## config.mk

```make
export PLATFORM = sky130hd
export DESIGN_NAME = ex_muldiv
export DESIGN_NICKNAME = d
export VERILOG_FILES = /design/src/rtl/ex_muldiv.sv
export SDC_FILE = /design/constraint.sdc
export NUM_CORES = 1
export LEC_CHECK = 0
export CELL_PAD_IN_SITES_DETAIL_PLACEMENT = 2
export CELL_PAD_IN_SITES_GLOBAL_PLACEMENT = 2
export CORE_MARGIN = 4
export CORE_UTILIZATION = 32
export CTS_CLUSTER_SIZE = 25
export DETAILED_ROUTE_END_ITERATION = 8
export PLACE_DENSITY_LB_ADDON = 0.1
export SLEW_MARGIN = 0
export SYNTH_ARGS = -nofsm -noshare
export SYNTH_HDL_FRONTEND = slang
export SYNTH_SLANG_ARGS = --single-unit
```

## constraint.sdc

```tcl
create_clock -name clk -period 5.16 [get_ports clk]
set_input_delay 1.032 -clock clk [delete_from_list [all_inputs] [get_ports clk]]
set_output_delay 1.032 -clock clk [all_outputs]
set_load 0.05 [all_outputs]
```

## src/rtl/ex_muldiv.sv

```systemverilog
// ex_muldiv: iterative 32-bit multiply/divide unit with HI/LO result registers.
// Signed and unsigned multiply use radix-2 shift-add. Signed and unsigned
// divide use restoring shift-subtract. Each operation takes 32 iterations,
// and the signs are fixed up on the final edge.
module ex_muldiv (
  input  logic        clk,
  input  logic        rst_n,
  input  logic        start,
  input  logic [1:0]  op,
  input  logic [31:0] EX_rd1,
  input  logic [31:0] EX_rd2,
  input  logic        mthi,
  input  logic        mtlo,
  output logic        busy,
  output logic        done,
  output logic [31:0] hi,
  output logic [31:0] lo
);

  typedef enum logic [1:0] {IDLE, RUN, DONE} state_t;

  state_t      state, state_nxt;
  logic [4:0]  cnt;
  logic        dz_pend;
  logic        is_div_q, neg_q, neg_r;
  logic [31:0] opnd, w_hi, w_lo;

  // Conditional two's-complement negation used for the final sign fix-up
  function automatic logic [63:0] cond_neg64(input logic [63:0] v, input logic n);
    return n ? (~v + 64'd1) : v;
  endfunction

  function automatic logic [31:0] cond_neg32(input logic [31:0] v, input logic n);
    return n ? (~v + 32'd1) : v;
  endfunction

  // Operand magnitudes and signs taken from the ID/EX operands at start
  logic signed [31:0] rd1_s, rd2_s;
  logic               sa, sb, dz_start, start_ok;
  logic [31:0]        a_mag, b_mag;

  assign rd1_s    = EX_rd1;
  assign rd2_s    = EX_rd2;
  assign sa       = ~op[0] & rd1_s[31];
  assign sb       = ~op[0] & rd2_s[31];
  assign a_mag    = sa ? (~EX_rd1 + 32'd1) : EX_rd1;
  assign b_mag    = sb ? (~EX_rd2 + 32'd1) : EX_rd2;
  assign dz_start = op[1] & (EX_rd2 == 32'd0);
  assign start_ok = start & (state != RUN) & ~dz_pend;

  // One radix-2 step: shift-add for multiply, restoring shift-subtract for divide
  logic [32:0] m_sum, d_sh;
  logic [31:0] d_diff, it_hi, it_lo;
  logic        d_ge;

  always_comb begin
    m_sum  = {1'b0, w_hi} + (w_lo[0] ? {1'b0, opnd} : 33'd0);
    d_sh   = {w_hi, w_lo[31]};
    d_ge   = (d_sh >= {1'b0, opnd});
    d_diff = d_sh[31:0] - opnd;
    if (is_div_q) begin
      it_hi = d_ge ? d_diff : d_sh[31:0];
      it_lo = {w_lo[30:0], d_ge};
    end else begin
      it_hi = m_sum[32:1];
      it_lo = {m_sum[0], w_lo[31:1]};
    end
  end

  // State register
  always_ff @(posedge clk) begin
    if (!rst_n) state <= IDLE;
    else        state <= state_nxt;
  end

  // Next-state logic; a zero-divisor divide waits one cycle in IDLE and then goes straight to DONE
  always_comb begin
    state_nxt = state;
    case (state)
      IDLE: begin
        if (dz_pend)                   state_nxt = DONE;
        else if (start && !dz_start)   state_nxt = RUN;
      end
      RUN: begin
        if (cnt == 5'd31)              state_nxt = DONE;
      end
      DONE: begin
        if (start && !dz_start)        state_nxt = RUN;
        else                           state_nxt = IDLE;
      end
      default:                         state_nxt = IDLE;
    endcase
  end

  assign busy = (state == RUN);
  assign done = (state == DONE);

  // Control and architectural HI/LO: iteration count, divide-by-zero pending, result and mthi/mtlo writes
  always_ff @(posedge clk) begin
    if (!rst_n) begin
      cnt     <= 5'd0;
      dz_pend <= 1'b0;
      hi      <= 32'd0;
      lo      <= 32'd0;
    end else if (state == RUN) begin
      cnt <= cnt + 5'd1;
      if (cnt == 5'd31) begin
        if (is_div_q) begin
          lo <= cond_neg32(it_lo, neg_q);
          hi <= cond_neg32(it_hi, neg_r);
        end else begin
          {hi, lo} <= cond_neg64({it_hi, it_lo}, neg_q);
        end
      end
    end else if (dz_pend) begin
      hi      <= w_lo;
      lo      <= 32'hFFFF_FFFF;
      dz_pend <= 1'b0;
    end else if (start) begin
      cnt     <= 5'd0;
      dz_pend <= dz_start;
    end else begin
      if (mthi) hi <= EX_rd1;
      if (mtlo) lo <= EX_rd1;
    end
  end

  // Working datapath: operands are captured at start, then advanced one step per RUN cycle
  always_ff @(posedge clk) begin
    if (state == RUN) begin
      w_hi <= it_hi;
      w_lo <= it_lo;
    end else if (start_ok) begin
      is_div_q <= op[1];
      neg_q    <= sa ^ sb;
      neg_r    <= sa;
      opnd     <= op[1] ? b_mag : a_mag;
      w_hi     <= 32'd0;
      w_lo     <= dz_start ? EX_rd1 : (op[1] ? a_mag : b_mag);
    end
  end

endmodule

```

==> results of run 1 <==
==> power by group <==
group | total [W] | internal (W) | leakage, nW | switching, W
registers | 0.00178 | 0.00163 | 1.58 | 0.000148
logic | 0.00344 | 0.00128 | 5.96 | 0.00216
clock network | 0.00133 | 0.000659 | 0.278 | 0.000666
total | 0.00654 | 0.00357 | 7.83 | 0.00297
==> per-stage QoR <==
step | area (um^2) | util, % | hold WS [ns]
4_1_cts | 20400 | 39.7 | 0.451
5_1_grt | 20400 | 39.8 | 0.468
6_report | 20400 | 39.8 | 0.444
2_1_floorplan | 16600 | - | 0.421
3_5_place_dp | 19800 | 38.6 | 0.440
3_3_place_gp | 19800 | 38.6 | 0.431
==> flip-flops by register name, summed over array words and instances (netlist names) <==
| name | count |
|---|---|
| cnt | 5 |
| is_div_q | 1 |
| lo | 32 |
| opnd | 32 |
| hi | 32 |
| state | 2 |
| dz_pend | 1 |
| w_hi | 32 |
| w_lo | 32 |
| neg_r | 1 |
| neg_q | 1 |
==> cells by family (layout without fill, tap and decap cells) <==
family,count (synthesis),count (layout),synth area share [%]
AO/OA/AOI/OAI,701,701,27.8
XOR/XNOR,155,155,8.20
adder cells (fa/ha/maj),72,72,5.53
buffers and inverters,223,458,5.52
flip-flops,171,171,26.7
multiplexers,76,76,4.67
AND/OR/NAND/NOR,712,712,21.6
==> cell type report <==
class | count | area, um^2 | area share [%]
clock buffers | 20 | 458 | 2.24
inverters | 72 | 273 | 1.34
repair buffers | 354 | 3030 | 14.8
multi-input cells | 1716 | 11300 | 55.3
flip-flops and latches | 171 | 4420 | 21.6
clock inverters | 12 | 101 | 0.496
well taps | 680 | 851 | 4.17
==> worst register-to-register path, delay by kind of cell, from the launching register on <==
kind | cells | cell delay, ns
simple gates | 6 | 1.90
compound gates | 6 | 1.38
fa+ha+maj | 1 | 0.47
flops | 1 | 0.46
xor+xnor | 1 | 0.22
buf+inv | 2 | 0.40
==> final timing paths <==
check	end	slack [ns]	from	depth (start not counted)
min reg2reg	hi[31]$_SDFFE_PN0P_	0.44	hi[31]$_SDFFE_PN0P_	2
min	hi[31]$_SDFFE_PN0P_	0.44	hi[31]$_SDFFE_PN0P_	2
max reg2reg	hi[19]$_SDFFE_PN0P_	0.22	w_hi[26]$_SDFFCE_PN0P_	16
max	hi[19]$_SDFFE_PN0P_	0.22	w_hi[26]$_SDFFCE_PN0P_	16
==> what timing repair did <==
item | in CTS | in global routing
pin swaps | 0 | 4
endpoints found under the setup margin | 9 | 29
resized for setup | 2 | 11
cloned | 0 | 0
buffers inserted | 0 | 4
==> routing by layer <==
layer  part of all wire (%)  wire length (um)
met1                     42             35800
met2                     51             43300
met3                    2.7              2310
met4                    3.6              3080
met5                  0.027                23
==> layout by cell type, fill, tap and decap left out, drive strengths merged, types with 11 or more instances in the layout <==
cell           instances
a31oi                 34
nor4                  17
nor3b                 11
o22ai                 13
or3                   16
and2                  55
nand2                175
dfxtp                 72
nor2                 153
a211oi                74
nand2b                20
and3                  22
o21a                  13
xnor2                 92
a21o                  29
nor2b                 45
clkbuf                20
ha                    70
mux2i                 69
buf                  220
nand4                 29
nor3                  88
nand3                 42
o31ai                 28
a21oi                190
a21boi                17
o21ai                159
or4                   13
o211ai                28
xor2                  63
clkdlybuf4s50        134
edfxtp                99
inv                   79
==> results.md, run 1 <==
- Status: completed
- Fin crit period: 4.94 ns
- Filler cell count: 5957
- Iteration-0 DRC Markers: 1057
- # diodes: 0
- Nets: 2475
- Routed vias/inst: 5.93
- Synth top area share: 18.0%
- Met3 usage: 2.75%
- Clk_lat worst skew: 0.47 ns
- Pwr per Cell Area: 320 nW/um^2
- Clock Pin Slew Worst Setup and Hold Paths: 0.08 ns
- Arrival time at the worst endpoint: 5.29 ns
- Skew final: 0.0176 ns
- Post-synth top cells: a21oi_1, nand2_1, nor2_1, o21ai_0, clkbuf_1
- CTS buffer count: 17
- Core footprint: 51300 um^2
- Htree depth: 4
- Area growth syn-to-layout: 23.4%
- Worst Setup Path Type: register to register
- Pre-antenna DRT Iters: 5
- Cells after Synth: 2110
- Max Slew Vio Count: 0
- Bufs and invs on worst path: 2
- Setup TNS: 0 ns
- Max VDD drop: 241 uV
- Clock Path Buffers: 2
- Largest net degree at the start of global routing: 86
- DRT antenna net count: 0
- Sequential share of the synthesized area: 26.7%
- Synth Net Count: 2253
- Asr flop ratio synth: 0%
- Io pins: 137
- Tot GR Track Use: 29.6%
- Die width: 235 um
- RSZ-0062 raised after global routing: no
- Critical Path End Type: register
- WP data required: 5.52 ns
- Final Hold Violating Endpoints: 0
- Main flop type after synthesis: edfxtp_1
- Initial Util: 32.3%
- Crit path max-delay cell type: or3_1
- Area leader, netlist: edfxtp_1
- Slew headroom: 31.9%
- Cell chain of the critical path: ha_1 -> nand4_1 -> or3_1 -> nor2_2 -> o31ai_4 -> buf_4 -> buf_4 -> a31o_2 -> o22ai_2 -> nand4_1 -> or4_4 -> o41ai_2 -> a21oi_1 -> xnor2_1 -> a221oi_1 -> nor2b_1
- Root Buffer: clkbuf_16
- Count leader, synth: a21oi_1
- Mapped Area: 16600 um^2
- Library cells used by synthesis: 96
- Tcrit/Tclk final: 95.7%
- GR Util met2: 54.1%
- Static Leak: 7.83 nW
- Non-filler instance count after layout: 3025
- DP Worst Slack: -0.0615 ns
- Yosys warning count: 0
- Synth Area per Inst: 7.85 um^2
- Final WL: 84500 um
- Synth Register Bits: 171
- CTS tree: yes
- CP startpoint kind: register
- Hold Crit Class: register to register
- GRT Max-Usage Layer: met2
- GR Layer Usage met1: 36.2%
- DPL Wire Length: 67200 um
- Post-route DRC: 0
- Synth top area cells: edfxtp_1, dfxtp_1, a21oi_1
- RePlAce Congestion: 0.947
- First-pass GRT wire length: 126000 um
- Fmax: 0.203 GHz
- Port-buffer cells: 136
- Final Total Pwr: 0.00654 W
- CP top delay family: simple AND/OR/NAND/NOR gates
- Critical Path Fanout Max: 10
- Antenna violations before repair: 4
- Placed instance count: 2989
- Max incr delay on CP: 0.52 ns
- Die footprint: 55400 um^2
- Core Rows: 83
- GRT overflow: 0
- PnR worst setup slack: 0.223 ns
- Vias in the first global route: 19314
- CTS sink cnt: 171
- Worst slew pin tran: 1.02 ns
- Setup-failing EPs final: 0
- # hold bufs at CTS: 0
- Via count: 17940
- Max-cap viol count: 0
- Wire length per cell: 27.9 um
- Post-synth EDFFs: 99
- Share of layout cells above drive strength 1: 13.3%
- Die height: 235 um
No activity file was read; power rests on OpenSTA's default activity.
==> inputs of run 2 (changes only) <==
--- a/config.mk
+++ b/config.mk
@@ -7,7 +7,7 @@
 export LEC_CHECK = 0
 export CELL_PAD_IN_SITES_DETAIL_PLACEMENT = 2
 export CELL_PAD_IN_SITES_GLOBAL_PLACEMENT = 2
-export CORE_MARGIN = 4
+export CORE_MARGIN = 2
 export CORE_UTILIZATION = 32
 export CTS_CLUSTER_SIZE = 25
 export DETAILED_ROUTE_END_ITERATION = 8
==> run 2 against run 1 <==
- core utilization fell by 0.23 points
- clock skew is 0.0010 ns lower
- critical path type unchanged
- cell count shrank 0.66%
- via count down 0.17%
- first-iteration DRC count increased by 12%
- worst hold slack better by 0.0037 ns
- global-route usage up 2.1 points
==> results.md, run 2 (same netlist as run 1, synthesis figures left out) <==
- WP data required: 5.56 ns (+0.04 ns)
- Non-filler instance count after layout: 3005 (-0.66%)
- Commonest non-fill, non-tap cell in the layout: buf_4
- Port-buffer cells: 136 (unchanged)
- Pre-antenna DRT Iters: 5 (unchanged)
- CTS tree: yes
- Wire length per cell: 28.3 um (+1.2%)
- Worst slew pin tran: 0.944 ns (-0.0780 ns)
- Vias in the first global route: 19101 (-1.1%)
- Critical Path Fanout Max: 19 (+9)
- Tot GR Track Use: 31.7% (+2.1 points)
- Reg2reg end: hi[31]$_SDFFE_PN0P_
- Filler cell count: 5894 (-1.1%)
- Clk_lat worst skew: 0.51 ns (+0.04 ns)
- DPL Wire Length: 67700 um (+0.79%)
- Antenna violations before repair: 5 (+1)
- Status: completed
- Max VDD drop: 161 uV (-33%)
- Fmax: 0.203 GHz (+0.35%)
- # diodes: 0 (unchanged)
- Worst Min Path Start: hi[13]$_SDFFE_PN0P_
- Placed instance count: 2972 (-0.57%)
- Final core occ: 39.6% (-0.23 points)
- Pwr per Cell Area: 321 nW/um^2 (+0.25%)
- Setup-failing EPs final: 0 (unchanged)
- Max-cap viol count: 0 (unchanged)
- Clock Pin Slew Worst Setup and Hold Paths: 0.07 ns (about the same)
- Initial Util: 32.3% (+0.065 points)
- Crit path max-delay cell type: or4_1
- Max Slew Vio Count: 0 (unchanged)
- Fin crit period: 4.92 ns (-0.0171 ns)
- Min-Delay Path Depth: 2 (unchanged)
- Die width: 231 um (-1.7%)
- Io pins: 137 (unchanged)
- RePlAce Congestion: 0.930 (-1.9%)
- Final WL: 84900 um (+0.49%)
- Worst Setup Path Type: register to register
- GRT overflow: 0 (unchanged)
- Worst R2R Start: w_lo[0]$_DFFE_PP_
- Slew headroom: 37.1% (+5.2 points)
- Htree depth: 4 (unchanged)
- Max incr delay on CP: 0.60 ns (+0.08 ns)
- First-pass GRT wire length: 126000 um (-0.22%)
- Core Rows: 83 (unchanged)
- Final Hold Violating Endpoints: 0 (unchanged)
- DRT antenna net count: 0 (unchanged)
- Static Leak: 7.74 nW (-1.1%)
- Post-route DRC: 0 (unchanged)
- CP top delay family: compound AO/OA/AOI/OAI gates
- Tcrit/Tclk final: 95.3% (-0.33 points)
- Cell chain of the critical path: buf_4 -> and2_1 -> ha_1 -> a211oi_1 -> buf_4 -> o211ai_1 -> buf_4 -> a21oi_1 -> o211ai_1 -> a21oi_1 -> xnor2_1 -> o32a_1 -> or4_1 -> and4bb_1 -> a41oi_1 -> xor2_1 -> o21ai_1 -> nand2_1
- Commonest cells after routing, fill and taps aside: buf_4, a21oi_1, nand2_1, nor2_1, clkdlybuf4s50_1
- Worst setup startpoint: w_lo[0]$_DFFE_PP_
- Iteration-0 DRC Markers: 1186 (+12%)
- Hold Crit Class: register to register
- CP startpoint kind: register
- Clock Path Buffers: 2 (unchanged)
- Root Buffer: clkbuf_16
- Share of layout cells above drive strength 1: 12.5% (-0.79 points)
- Largest net degree at the start of global routing: 86 (unchanged)
- Bufs and invs on worst path: 3 (+1)
- CTS buffer count: 17 (unchanged)
- Area growth syn-to-layout: 22.4%
- RSZ-0062 raised after global routing: no
- Hold path endpoint: hi[13]$_SDFFE_PN0P_
- Setup TNS: 0 ns (unchanged)
- Routed vias/inst: 5.96 (+0.50%)
- Die height: 231 um (-1.7%)
- Skew final: 0.0165 ns (-0.00105 ns)
- Crit path top cell by count: buf_4
- R2R setup slack: 0.24 ns (+0.02 ns)
- CTS sink cnt: 171 (unchanged)
- Fin Hold WS: 0.448 ns (+0.00370 ns)
- Arrival time at the worst endpoint: 5.32 ns (+0.03 ns)
- Critical Path End Type: register
- Nets: 2455 (-0.81%)
- Core footprint: 51200 um^2 (-0.20%)
- Via count: 17910 (-0.17%)
- Worst Reg-to-Reg Cells: 18 (+2)
- Die footprint: 53600 um^2 (-3.4%)
## run 2: cell types whose count changed in the layout (fill, tap and decap cells not counted), sizes merged
cell | before | now
buf | 220 | 200
inv | 79 | 81
clkbuf | 20 | 19
clkinv | 5 | 4
## run 2: what timing repair did
action,CTS,global route
pin swaps,0,3
hold buffers,0,0
resized for setup,1,15
buffers inserted,0,1
gates cloned,0,0
endpoints found under the setup margin,9,23
## run 2: worst max path at each step
stage                          end  slack [ns]  depth (start not counted)
2_1_floorplan   hi[6]$_SDFFE_PN0P_        0.04                         24
3_3_place_gp   hi[31]$_SDFFE_PN0P_        0.21                         17
3_5_place_dp    hi[6]$_SDFFE_PN0P_       -0.07                         20
4_1_cts         hi[6]$_SDFFE_PN0P_        0.01                         20
5_1_grt         hi[6]$_SDFFE_PN0P_        0.02                         21
6_report       hi[31]$_SDFFE_PN0P_        0.24                         18
## run 2: cell type report
class / instances / area (um^2) / area share [%]
multi-input cells: 1716 / 11300 / 55.8
flip-flops and latches: 171 / 4420 / 21.8
repair buffers: 334 / 2890 / 14.2
well taps: 680 / 851 / 4.20
clock buffers: 19 / 433 / 2.14
inverters: 72 / 273 / 1.35
clock inverters: 13 / 108 / 0.531
## run 2: worst register-to-register path: stages, from the launching register on
cell      delay [ns]
edfxtp_1        0.47
buf_4           0.25
and2_1          0.19
ha_1            0.22
a211oi_1        0.39
buf_4           0.19
o211ai_1        0.07
buf_4           0.19
a21oi_1         0.31
o211ai_1        0.23
a21oi_1         0.21
xnor2_1         0.13
o32a_1          0.42
or4_1           0.60
and4bb_1        0.35
a41oi_1         0.22
xor2_1          0.20
o21ai_1         0.14
nand2_1         0.07
## run 2: metal layers
metal  GRT usage (%)  vias up  part of all wire, %
li1                -     8209                    -
met2            56.6      426                   51
met3            3.91      128                  3.7
met5               0        -                0.015
met4            14.0        2                  4.2
met1            38.0     9145                   42
## run 2: where the power goes
part           leakage [nW]  internal, W  total (W)  switching [W]
registers              1.58      0.00163    0.00178       0.000149
clock network         0.273     0.000630    0.00131       0.000679
logic                  5.88      0.00124    0.00342        0.00218
## run 2: through the flow
step,worst slack [ns],power (W),cell area (um^2)
6_report,0.240,0.00651,20300
5_1_grt,0.0221,0.00681,20300
4_1_cts,0.0146,0.00649,20200
3_5_place_dp,-0.0654,0.00516,19700
3_3_place_gp,0.210,0.00508,19700
2_1_floorplan,0.0379,0.00369,16600
